--- config.mk ---
export PLATFORM = sky130hd
export DESIGN_NAME = cpu_sequencer_flat
export DESIGN_NICKNAME = d
export VERILOG_FILES = /design/src/rtl/cpu_pkg.sv /design/src/rtl/cpu_sequencer_if.sv /design/src/rtl/cpu_sequencer_sync_edge.sv /design/src/rtl/cpu_sequencer.sv /design/src/flat_wrapper.sv
export SDC_FILE = /design/constraint.sdc
export NUM_CORES = 1
export LEC_CHECK = 0
export CAP_MARGIN = 30
export CORE_UTILIZATION = 42
export CTS_CLUSTER_SIZE = 14
export DETAILED_ROUTE_END_ITERATION = 6
export PLACE_DENSITY = 0.79
export SLEW_MARGIN = 20
export SYNTH_ARGS = -nofsm -noshare
export SYNTH_HDL_FRONTEND = slang
export SYNTH_SLANG_ARGS = --single-unit
export TNS_END_PERCENT = 100
--- constraint.sdc ---
create_clock -name CLK -period 1.8 [get_ports CLK]
set_input_delay 0.36 -clock CLK [delete_from_list [all_inputs] [get_ports CLK]]
set_output_delay 0.36 -clock CLK [all_outputs]
set_load 0.02 [all_outputs]
--- src/rtl/cpu_pkg.sv ---
// cpu_pkg: shared types and constants for the accumulator CPU.
package cpu_pkg;

    localparam int WORD_W_DEF = 16;
    localparam int ADDR_W_DEF = 8;
    localparam int DATA_W_DEF = 16;
    localparam int CNT_W_DEF  = 16;

    // Sequencer phases, one-hot so each strobe is a bare flop output
    typedef enum logic [3:0] {
        ST_HALT = 4'b0001,
        ST_F    = 4'b0010,
        ST_E1   = 4'b0100,
        ST_E2   = 4'b1000
    } state_t;

    localparam logic [3:0] OP_LDA = 4'h0;
    localparam logic [3:0] OP_STA = 4'h1;
    localparam logic [3:0] OP_ADD = 4'h2;
    localparam logic [3:0] OP_SUB = 4'h3;
    localparam logic [3:0] OP_JMP = 4'h4;
    localparam logic [3:0] OP_JMI = 4'h5;
    localparam logic [3:0] OP_JEQ = 4'h6;
    localparam logic [3:0] OP_STP = 4'h7;
    localparam logic [3:0] OP_LDI = 4'h8;
    localparam logic [3:0] OP_AND = 4'h9;
    localparam logic [3:0] OP_OR  = 4'hA;
    localparam logic [3:0] OP_ASR = 4'hB;

endpackage

--- src/rtl/cpu_sequencer_if.sv ---
// cpu_sequencer_if: phase strobes, instruction register and flags from the
// sequencer to the decoder, plus the decoder's request for a second execute cycle.
interface cpu_sequencer_if #(
    parameter int ADDR_W = 8
);
    logic              FETCH;
    logic              EXEC1;
    logic              EXEC2;
    logic [3:0]        IR;
    logic [ADDR_W-1:0] OPERAND;
    logic              EQ;
    logic              MI;
    logic              EXTRA;

    modport master (
        output FETCH, EXEC1, EXEC2, IR, OPERAND, EQ, MI,
        input  EXTRA
    );

    modport slave (
        input  FETCH, EXEC1, EXEC2, IR, OPERAND, EQ, MI,
        output EXTRA
    );
endinterface

--- src/rtl/cpu_sequencer_sync_edge.sv ---
// sync_edge: two-flop synchroniser for a board switch with a registered
// rising-edge pulse that lines up with the synchronised level.
module sync_edge (
    input  logic clk,
    input  logic rst_n,
    input  logic din,
    output logic level,
    output logic rise
);
    logic meta;

    // Rise is taken from meta/level so it is high in the same cycle the level first reads 1
    always_ff @(posedge clk or negedge rst_n) begin
        if (!rst_n) begin
            meta  <= 1'b0;
            level <= 1'b0;
            rise  <= 1'b0;
        end else begin
            meta  <= din;
            level <= meta;
            rise  <= meta & ~level;
        end
    end
endmodule

--- src/rtl/cpu_sequencer.sv ---
// cpu_sequencer: phase timing generator, instruction register and
// run/step/halt control for the accumulator CPU.
//
//   state  | meaning
//   HALT   | idle, waiting for RUN or STEP
//   F      | fetch strobe, IR/OPERAND latched from MEM_Q at the closing edge
//   E1     | first execute cycle, EXTRA sampled here
//   E2     | second execute cycle for instructions that asked for it
module cpu_sequencer
    import cpu_pkg::*;
#(
    parameter int         WORD_W = WORD_W_DEF,
    parameter int         ADDR_W = ADDR_W_DEF,
    parameter int         DATA_W = DATA_W_DEF,
    parameter int         CNT_W  = CNT_W_DEF,
    parameter logic [3:0] STP_OP = OP_STP
) (
    input  logic              CLK,
    input  logic              RESET_N,
    input  logic              RUN,
    input  logic              STEP,
    input  logic [WORD_W-1:0] MEM_Q,
    input  logic [DATA_W-1:0] ACC,
    output logic              HALTED,
    output logic              STOPPED,
    output logic [CNT_W-1:0]  INSTR_CNT,
    cpu_sequencer_if.master   dec
);
    localparam logic [3:0] S_HALT = ST_HALT;
    localparam logic [3:0] S_F    = ST_F;
    localparam logic [3:0] S_E1   = ST_E1;
    localparam logic [3:0] S_E2   = ST_E2;

    logic [3:0]        state;
    logic [3:0]        end_state;
    logic              step_mode;
    logic              instr_end;
    logic [3:0]        ir;
    logic [ADDR_W-1:0] operand;
    logic              run_lvl;
    logic              run_rise;
    logic              step_rise;
    logic              unused_step_level;

    sync_edge u_run_sync (
        .clk   (CLK),
        .rst_n (RESET_N),
        .din   (RUN),
        .level (run_lvl),
        .rise  (run_rise)
    );

    sync_edge u_step_sync (
        .clk   (CLK),
        .rst_n (RESET_N),
        .din   (STEP),
        .level (unused_step_level),
        .rise  (step_rise)
    );

    // MEM_Q bits between the operand field and the opcode carry nothing for the sequencer
    generate
        if (ADDR_W < WORD_W - 4) begin : g_mem_gap
            logic unused_mem_gap;
            assign unused_mem_gap = ^MEM_Q[WORD_W-5:ADDR_W];
        end
    endgenerate

    assign instr_end = (state == S_E2) || ((state == S_E1) && !dec.EXTRA);

    // Where an instruction goes once it ends: STP and single-step both park in HALT
    always_comb begin
        end_state = S_F;
        if ((ir == STP_OP) || step_mode || !run_lvl) begin
            end_state = S_HALT;
        end
    end

    // Phase sequencing, start/stop control and instruction latch
    always_ff @(posedge CLK or negedge RESET_N) begin
        if (!RESET_N) begin
            state     <= S_HALT;
            step_mode <= 1'b0;
            STOPPED   <= 1'b0;
            ir        <= '0;
            operand   <= '0;
        end else begin
            case (state)
                S_HALT: begin
                    // A fresh RUN edge overrides a sticky STP; a plain RUN level does not
                    if (run_rise || (run_lvl && !STOPPED)) begin
                        state     <= S_F;
                        step_mode <= 1'b0;
                        STOPPED   <= 1'b0;
                    end else if (step_rise) begin
                        state     <= S_F;
                        step_mode <= 1'b1;
                        STOPPED   <= 1'b0;
                    end
                end
                S_F: begin
                    ir      <= MEM_Q[WORD_W-1 -: 4];
                    operand <= MEM_Q[ADDR_W-1:0];
                    state   <= S_E1;
                end
                S_E1: begin
                    if (dec.EXTRA) begin
                        state <= S_E2;
                    end else begin
                        state <= end_state;
                        if (ir == STP_OP) STOPPED <= 1'b1;
                    end
                end
                S_E2: begin
                    state <= end_state;
                    if (ir == STP_OP) STOPPED <= 1'b1;
                end
                default: state <= S_HALT;
            endcase
        end
    end

    // Retired-instruction counter, wraps naturally at 2^CNT_W
    always_ff @(posedge CLK or negedge RESET_N) begin
        if (!RESET_N) begin
            INSTR_CNT <= '0;
        end else if (instr_end) begin
            INSTR_CNT <= INSTR_CNT + CNT_W'(1);
        end
    end

    assign HALTED      = state[0];
    assign dec.FETCH   = state[1];
    assign dec.EXEC1   = state[2];
    assign dec.EXEC2   = state[3];
    assign dec.IR      = ir;
    assign dec.OPERAND = operand;
    assign dec.EQ      = (ACC == '0);
    assign dec.MI      = ACC[DATA_W-1];
endmodule

--- src/flat_wrapper.sv ---
// flat-port wrapper written by rule: the top's interface ports become plain ports
module cpu_sequencer_flat import cpu_pkg::*;
#(
    parameter int         WORD_W = WORD_W_DEF,
    parameter int         ADDR_W = ADDR_W_DEF,
    parameter int         DATA_W = DATA_W_DEF,
    parameter int         CNT_W  = CNT_W_DEF,
    parameter logic [3:0] STP_OP = OP_STP
)
  (CLK, RESET_N, RUN, STEP, MEM_Q, ACC, HALTED, STOPPED, INSTR_CNT, dec_FETCH, dec_EXEC1, dec_EXEC2, dec_IR, dec_OPERAND, dec_EQ, dec_MI, dec_EXTRA);
  cpu_sequencer_if #(.ADDR_W(ADDR_W)) dec_i ();
  input  logic CLK;
  input  logic RESET_N;
  input  logic RUN;
  input  logic STEP;
  input  logic [WORD_W-1:0] MEM_Q;
  input  logic [DATA_W-1:0] ACC;
  output logic HALTED;
  output logic STOPPED;
  output logic [CNT_W-1:0] INSTR_CNT;
  output wire logic [$bits(dec_i.FETCH)-1:0] dec_FETCH;
  output wire logic [$bits(dec_i.EXEC1)-1:0] dec_EXEC1;
  output wire logic [$bits(dec_i.EXEC2)-1:0] dec_EXEC2;
  output wire logic [$bits(dec_i.IR)-1:0] dec_IR;
  output wire logic [$bits(dec_i.OPERAND)-1:0] dec_OPERAND;
  output wire logic [$bits(dec_i.EQ)-1:0] dec_EQ;
  output wire logic [$bits(dec_i.MI)-1:0] dec_MI;
  input wire logic [$bits(dec_i.EXTRA)-1:0] dec_EXTRA;
  assign dec_FETCH = dec_i.FETCH;
  assign dec_EXEC1 = dec_i.EXEC1;
  assign dec_EXEC2 = dec_i.EXEC2;
  assign dec_IR = dec_i.IR;
  assign dec_OPERAND = dec_i.OPERAND;
  assign dec_EQ = dec_i.EQ;
  assign dec_MI = dec_i.MI;
  assign dec_i.EXTRA = dec_EXTRA;
  cpu_sequencer #(.WORD_W(WORD_W), .ADDR_W(ADDR_W), .DATA_W(DATA_W), .CNT_W(CNT_W), .STP_OP(STP_OP)) u_core (.CLK(CLK), .RESET_N(RESET_N), .RUN(RUN), .STEP(STEP), .MEM_Q(MEM_Q), .ACC(ACC), .HALTED(HALTED), .STOPPED(STOPPED), .INSTR_CNT(INSTR_CNT), .dec(dec_i));
endmodule
; ---- Yosys cells after proc, flatten, opt, wreduce, memory -nomap -nowiden
; Index checks and enable logic that the tools add are counted.
[totals]
register_bits = 40
latch_bits = 0
ram_bits = 0
romBits = 0
mem_count = 0
[op_classes]
addsub = 1
mul = 0
div = 0
order_cmp = 0
eq_ne = 7
shift = 0
n_mux = 12
bitwise = 4
reduce_logical = 14
[ops]
columns = cell, n
row1 = $add A16 B1 Y16 const B, 1
row2 = $logic_not A16 Y1, 1
row3 = $pmux W4 S4, 1
row4 = $mux W4, 3
row5 = $eq A4 B3 Y1 const B, 2
row6 = $mux W1, 6
row7 = $eq A4 B1 Y1 const B, 1
row8 = $eq A4 B2 Y1 const B, 1
row9 = $eq A4 B4 Y1 const B, 1
row10 = $logic_or A1 B1 Y1, 4
row11 = $logic_not A1 Y1, 3
row12 = $ne A3 B2 Y1 const B, 1
row13 = $pmux W1 S3, 1
row14 = $reduce_and A3 Y1, 1
row15 = $reduce_bool A3 Y1, 1
row16 = $and A1 B1 Y1, 2
row17 = $logic_and A1 B1 Y1, 2
row18 = $mux W2, 1
row19 = $ne A2 B2 Y1 const B, 1
row20 = $not A1 Y1, 2
row21 = $reduce_and A2 Y1, 1
row22 = $reduce_bool A2 Y1, 1

; ---- Longest topological paths before layout
; Gate-level depths: netlist of run 1.
[depth]
word_depth = 6
mapped_depth = 5
depth_no_buf = 5

; ---- Cells and area by module
; From an unflattened synthesis of run 1, not the netlist that was laid out.
[hier_totals]
hier_cells = 129
area_unflattened_um2 = 1764.2
[by_module_without_submodules]
columns = module, instances, cells_each, area_each_um2, seq_area_each_um2
row1 = cpu_sequencer, 1, 121, 1586.5, 852.1
row2 = sync_edge, 2, 4, 88.8, 75.1

; ---- Least setup slack after synthesis of run 1
; No wires, ideal clock.
[synth_path]
path_type = reg2reg
from = register u_core.INSTR_CNT[0]
to = register u_core.INSTR_CNT[12]
setup_ps = 80
arrival_time_ps = 1736
path_slack_ps = -15
stages_incl_launch_ff = 6
path_buffers = 0
synth_period_minus_slack_ps = 1815
path_cell_list = dfrtp_1 ha_1 or4bb_1 a211oi_2 and3_1 xor2_1
[synth_via]
elab_chain_len = 1
[synth_lines]
columns = element, line
row1 = start: declaration, cpu_sequencer.sv:26  ; output logic [CNT_W-1:0] INSTR_CNT,
row2 = start signal: assignment, cpu_sequencer.sv:128  ; INSTR_CNT <= INSTR_CNT + CNT_W'(1);
row3 = $add A16 B1 Y16, cpu_sequencer.sv:128
; Every way passes these cells.
; A chain may end at the register's enable or synchronous reset.

; ---- Worst setup path after layout of run 1
[layout_path]
from = register u_core.INSTR_CNT[2]
to = output INSTR_CNT[2]
[layout_lines]
columns = element, line
row1 = end: declaration, flat_wrapper.sv:20  ; output logic [CNT_W-1:0] INSTR_CNT;
; No word-level cell between the ends.

==> metrics, run 1 <==
P_leak=about 1.2 nW; wire length of the first global-routing pass=6160 microns; I/O Pins=72; max-capacitance violation count=0; Congestion Overflow GR=0; Setup Crit Path Kind=reg -> out; clock network latency to the later pin of the worst-skew pair=0.29 ns; Vert. Die Dim=65.4 microns; most crowded layer after global routing=met2; cell type group with the largest total delay on the critical path=buffers and inverters; M3 GR Usage=6.25%; top post-synthesis cells by area=sky130_fd_sc_hd__dfrtp_1, sky130_fd_sc_hd__mux2_2, sky130_fd_sc_hd__xnor2_1; final cell utilization of the core=70.3%; Top FF cell, synth=sky130_fd_sc_hd__dfrtp_1; number of global-route vias before repair=1,378; distinct cell type count of the synthesized netlist=38; Max FO, Critical Path=5; pin count of the biggest net entering global routing=19; Worst Setup End Kind=output port; clock transition time at the flip-flop clock pins of the worst setup and hold paths=0.08 ns; mean routed wirelength per cell=14.4 microns; remaining routing DRC violations=0; worst slack after detailed placement=-0.440 ns; global-route total usage across every layer=around a fifth; post-synthesis net count=approximately 170; measured slew at the worst slew-check pin=0.473 ns; worst ir drop on vdd=about 0.97 mV; relative slew slack=about two thirds; worst setup skew after layout=0.00312 ns; Sinks on Clock Net=40; ratio of total power to cell area=roughly 1200 nW/um^2; portion of the post-synthesis area used by sequential elements=59.3%; fraction of layout instances using a drive strength above 1=between 20% and 30%; synthesis-to-finish area growth=57.0%; Final ANT Viol Nets=0; cell type with the largest total area after synthesis=sky130_fd_sc_hd__dfrtp_1; setup repair after global routing missed its margin=true; post-detailed-routing wire length=3850 microns; critical path's largest stage delay=between 0.6 and 0.7 ns; most frequent cells after synthesis=sky130_fd_sc_hd__dfrtp_1, sky130_fd_sc_hd__mux2_2, sky130_fd_sc_hd__nand2_1, sky130_fd_sc_hd__xnor2_1, sky130_fd_sc_hd__xor2_1; met1 usage=roughly 21%; area share of the leading cell type in the synthesized netlist=between 50% and 60%; Synth Register Bits=40; number of antenna violations at the first check in global routing=0; async set-or-reset flop fraction in the synthesized netlist=100%; width of the chip=between 60 and 70 microns; signal arrival time at the worst endpoint=roughly 1.4 ns; Fmax achieved=568 MHz; number of warnings issued by yosys=0; area enclosed by the die boundary=4280 sq um; required time worst endpoint=1.44 ns; port buffer count=67; half-perimeter wire length after detailed placement=2970 microns; total CTS buffers=5; Starting DRT DRC Count=74; TritonCTS clock tree=done; setup ws final=0.0402 ns; initial core utilization=44.8%; number of pins exceeding their max-slew limit in the final report=0; Period minus WS final=1.76 ns; final-report setup violation count=0; standard-cell row count=22; H-tree levels=2; met2 capacity usage during global routing=between 30% and 40%; most frequent cell after synthesis=sky130_fd_sc_hd__dfrtp_1; number of flops mapped to enable cells by yosys=0; average cell area after synthesis=12.9 sq um; Slowest-stage cell, CP=sky130_fd_sc_hd__clkdlybuf4s50_1; count of buffer and inverter cells on the critical path=1; summed instance area of the synthesized netlist=around 1700 sq um; gp weighted congestion=around 0.77; final-stage net count=256; part of the cycle the worst path needs=97.8%; # Post-CTS Setup Buffers=0; fill count=approximately 260; total vias in the final route=1,335; Setup crit start kind=flop; Clock Tree Root=sky130_fd_sc_hd__clkbuf_8; worst-case clock buffer depth=2; core region area=3770 sq um; number of vias per cell=5.00; first-pass iteration count of the detailed router=4; antenna diode count=0; status=complete, no violations; Mapped Cells=131; type of the tightest min-delay check=reg -> reg; list of cells traversed by the critical path=clkdlybuf4s50_1; final hold vios=0
final cells by class:
class	instances	area [sq um]	share of cell area, %
inverters	1	3.75	0.142
clock buffers	6	82.6	3.11
clock inverters	2	15.0	0.566
flip-flops and latches	40	1000	37.9
multi-input cells	88	697	26.3
well taps	48	60.1	2.26
repair buffers	82	790	29.8
report_power, final:
group / total [mW] / internal, mW / switching [mW]
Combinational: 1.26 / 0.694 / 0.565
Sequential: 1.27 / 1.12 / 0.151
Clock: 0.630 / 0.310 / 0.320
Total: 3.16 / 2.13 / 1.04
sequential cells by signal, indices dropped and copies added (netlist names):
name / cells
u_core.u_run_sync.rise: 1
u_core.step_mode: 1
u_core.u_step_sync.rise: 1
u_core.INSTR_CNT: 16
u_core.u_step_sync.level: 1
u_core.STOPPED: 1
u_core.state: 4
u_core.u_run_sync.level: 1
u_core.dec.OPERAND: 8
u_core.u_step_sync.meta: 1
u_core.dec.IR: 4
u_core.u_run_sync.meta: 1
timing repair:
action,in CTS,in global routing
pin swaps,1,3
hold buffers,1,0
endpoints found under the hold margin,10,0
resized for setup,7,9
gates cloned,0,0
endpoints found under the setup margin,3,4
cell usage in the layout (no fill, tap or decap), types with 3 or more instances in the layout:
cell	synthesis	routed
sky130_fd_sc_hd__clkdlybuf4s50_1	0	59
sky130_fd_sc_hd__dfrtp_1	39	37
sky130_fd_sc_hd__buf_4	1	14
sky130_fd_sc_hd__mux2_2	12	12
sky130_fd_sc_hd__nand2_1	11	11
sky130_fd_sc_hd__xor2_1	8	8
sky130_fd_sc_hd__xnor2_1	8	8
sky130_fd_sc_hd__clkbuf_8	0	6
sky130_fd_sc_hd__nor2_1	4	4
sky130_fd_sc_hd__dlymetal6s2s_1	0	4
sky130_fd_sc_hd__nor4_2	0	3
sky130_fd_sc_hd__nor2b_1	3	3
sky130_fd_sc_hd__o21ai_0	3	3
sky130_fd_sc_hd__nor3_1	3	3
through the flow:
step | power, mW | std cells | setup TNS [ns] | hold slack (ns) | instance area, sq um
floorplan | 1.91 | 131 | 0 | 0.0644 | 1690
global placement | 2.53 | 258 | -1.28 | 0.233 | 2510
detailed placement | 2.57 | 258 | -1.57 | 0.240 | 2510
CTS | 3.20 | 267 | 0 | 0.383 | 2610
global route | 3.33 | 267 | -0.0861 | 0.406 | 2650
finish | 3.16 | 267 | 0 | 0.381 | 2650
cells by family after synthesis:
group | Yosys count | synth area share, %
flip-flops | 40 | 59.3
adder cells (fa/ha/maj) | 1 | 0.741
AND/OR/NAND/NOR | 47 | 17.1
XOR/XNOR | 16 | 8.30
AO/OA/AOI/OAI | 12 | 5.56
buffers and inverters | 3 | 0.963
multiplexers | 12 | 8.00
per-layer routing:
metal  vias up  wire, microns  share of wire, %
met1       638           1560                41
met5         -              0                 0
met4         0             55               1.4
met2        55           1960                51
met3         6            266               6.9
li1        636              -                 -
final timing paths:
kind / cells past startpoint / slack (ns) / end / startpoint
worst min register to register: 0 / 0.38 / u_core.u_step_sync.level / u_core.u_step_sync.meta
max in group asynchronous: 3 / 0.78 / u_core.state[0] / RESET_N
min in group asynchronous: 2 / 0.45 / u_core.u_step_sync.level / RESET_N
worst min-delay path: 0 / 0.38 / u_core.u_step_sync.level / u_core.u_step_sync.meta
worst max-delay path: 1 / 0.04 / INSTR_CNT[2] / u_core.INSTR_CNT[2]
worst max register to register: 5 / 0.05 / u_core.INSTR_CNT[12] / u_core.INSTR_CNT[0]
worst register-to-register path, delay by kind of cell (launching register included):
kind,cells,cell delay (ns)
and+or+nand+nor,2,0.76
DFF,1,0.36
AOI/OAI and AO/OA,1,0.25
adders and majority gates,1,0.17
xor gates and xnor gates,1,0.14
Note: power is estimated with default switching activity, not from simulation.
==> inputs of run 2 (changes only) <==
- RECOVER_POWER: unset -> 50
==> metrics, run 2 (same netlist as run 1, synthesis figures left out) <==
worst-case clock buffer depth=2 (unchanged); leading cell type in the layout, fill and taps excluded=sky130_fd_sc_hd__clkdlybuf4s50_1; final cell utilization of the core=69.8% (-0.56 points); Setup Crit Path Kind=reg -> out; multi-input combinational cell area=691 sq um (-0.90%); list of cells traversed by the critical path=clkdlybuf4s50_1; Reg2Reg Capture Point=u_core.INSTR_CNT[12]; number of pins exceeding their max-slew limit in the final report=0 (unchanged); total vias in the final route=1,336 (+0.075%); worst ir drop on vdd=0.971 mV (about the same); ratio of total power to cell area=1200 nW/um^2 (+0.47%); post-detailed-routing wire length=3860 microns (+0.42%); Setup crit start kind=flop; register with the most flip-flops=u_core.INSTR_CNT; half-perimeter wire length after detailed placement=2970 microns (unchanged); Fmax achieved=570 MHz (+0.26%); portion of total power attributed to the clock network=20.0% (about the same); wire length of the first global-routing pass=6160 microns (unchanged); setup ws final=0.0448 ns (+0.00464 ns); Final ANT Viol Nets=0 (unchanged); width of the chip=65.4 microns (unchanged); setup repair after global routing missed its margin=true; Starting DRT DRC Count=83 (+12%); P_leak=1.17 nW (-1.5%); number of instances in the placed design=258 (unchanged); fraction of power spent switching nets=32.7% (about the same); Congestion Overflow GR=0 (unchanged); gp weighted congestion=0.769 (unchanged); antenna diode count=0 (unchanged); start point of the worst min-delay path=u_core.u_step_sync.meta; post-layout instance count excluding filler cells=267 (unchanged); hold depth=0 (unchanged); final hold vios=0 (unchanged); worst slack after detailed placement=-0.440 ns (unchanged); clock transition time at the flip-flop clock pins of the worst setup and hold paths=0.08 ns (about the same); fill count=271 (+2.7%); Slowest-stage cell, CP=sky130_fd_sc_hd__clkdlybuf4s50_1; part of the cycle the worst path needs=97.5% (-0.26 points); internal power=2.12 mW (-0.36%); number of vias per cell=5.00 (about the same); Sequential Area=1000 sq um (unchanged); critical path depth=1 (unchanged); capture endpoint of the worst hold path=u_core.u_step_sync.level; pin count of the biggest net entering global routing=19 (unchanged); number of antenna violations at the first check in global routing=0 (unchanged); remaining routing DRC violations=0 (unchanged); placed cell area=2510 sq um (unchanged); final-report setup violation count=0 (unchanged); Sequential Power Share=40.3% (about the same); Sinks on Clock Net=40 (unchanged); area enclosed by the die boundary=4280 sq um (unchanged); Period minus WS final=1.76 ns (-0.00464 ns); number of global-route vias before repair=1,378 (unchanged); count of buffer and inverter cells on the critical path=1 (unchanged); port buffer count=67 (unchanged); clock network latency to the later pin of the worst-skew pair=0.29 ns (about the same); I/O Pins=72 (unchanged); combinational power share=39.7% (about the same); RR Startpoint=u_core.INSTR_CNT[0]; number of cells on the worst reg-to-reg path=5 (unchanged); core region area=3770 sq um (unchanged); first-pass iteration count of the detailed router=4 (unchanged); synthesis-to-finish area growth=55.8%; measured slew at the worst slew-check pin=0.572 ns (+0.0987 ns); type of the tightest min-delay check=reg -> reg; Worst Setup End Kind=output port; standard-cell row count=22 (unchanged); status=complete, no violations; final instance area=2630 sq um (-0.80%); H-tree levels=2 (unchanged); switching power=1.03 mW (-0.29%); fraction of layout instances using a drive strength above 1=20.1% (-0.91 points); final setup TNS=0 ns (unchanged); Vert. Die Dim=65.4 microns (unchanged); cell type group with the largest total delay on the critical path=buffers and inverters; global-route total usage across every layer=19.6% (unchanged); total CTS buffers=5 (unchanged); # Post-CTS Setup Buffers=0 (unchanged); mean routed wirelength per cell=14.5 microns (+0.42%); final-stage net count=256 (unchanged); signal arrival time at the worst endpoint=1.40 ns (about the same); Max FO, Critical Path=5 (unchanged); highest-count cells in the layout ignoring fill and taps=sky130_fd_sc_hd__clkdlybuf4s50_1, sky130_fd_sc_hd__dfrtp_1, sky130_fd_sc_hd__mux2_2; worst setup skew after layout=0.00331 ns (+0.000191 ns); worst setup slack for register-to-register paths=0.05 ns (about the same); Clock Tree Root=sky130_fd_sc_hd__clkbuf_8; initial core utilization=44.8% (unchanged); critical path's largest stage delay=0.65 ns (about the same); max-capacitance violation count=0 (unchanged); max reg flops=16 (unchanged); TritonCTS clock tree=done; required time worst endpoint=1.44 ns (about the same); relative slew slack=61.9% (-6.1 points)
run 2: layer usage:
metal	up-vias	part of all wire (%)	global-route usage, %
met3	6	7.3	6.25
met5	-	0	0
met2	58	51	35.3
met4	0	1.0	6.52
li1	636	-	-
met1	636	41	21.5
run 2: worst max path at each step:
stage / start / endpoint
after floorplan: u_core.INSTR_CNT[0] / u_core.INSTR_CNT[12]
after global placement: ACC[10] / dec_EQ
after detailed placement: ACC[9] / dec_EQ
after CTS: ACC[15] / dec_MI
after global routing: u_core.INSTR_CNT[0] / u_core.INSTR_CNT[12]
final: u_core.INSTR_CNT[2] / INSTR_CNT[2]
run 2: what timing repair did:
item / 4_1_cts / 5_1_grt
gates resized for setup: 7 / 9
pin swaps: 1 / 3
endpoints found under the setup margin: 3 / 4
endpoints found under the hold margin: 10 / 0
hold buffers: 1 / 0
run 2: per-stage QoR:
stage / power, mW / hold WS [ns]
2_1_floorplan: 1.91 / 0.0644
4_1_cts: 3.20 / 0.383
3_3_place_gp: 2.53 / 0.233
6_report: 3.15 / 0.380
3_5_place_dp: 2.57 / 0.240
5_1_grt: 3.32 / 0.406
run 2: power groups by stage:
| stage | registers [mW] | clock network, mW | logic [mW] |
|---|---|---|---|
| 6_report | 1.27 | 0.629 | 1.25 |
| 5_1_grt | 1.31 | 0.679 | 1.33 |
| 4_1_cts | 1.28 | 0.647 | 1.27 |
| 3_5_place_dp | 1.30 | 0 | 1.28 |
| 3_3_place_gp | 1.28 | 0 | 1.25 |
| 2_1_floorplan | 1.52 | 0 | 0.385 |
run 2: layout make-up:
class | count | share of cell area, %
Clock buffer | 6 | 3.14
Clock inverter | 2 | 0.571
Inverter | 1 | 0.143
Multi-Input combinational cell | 88 | 26.2
Sequential cell | 40 | 38.2
Tap cell | 48 | 2.28
Timing Repair Buffer | 82 | 29.4
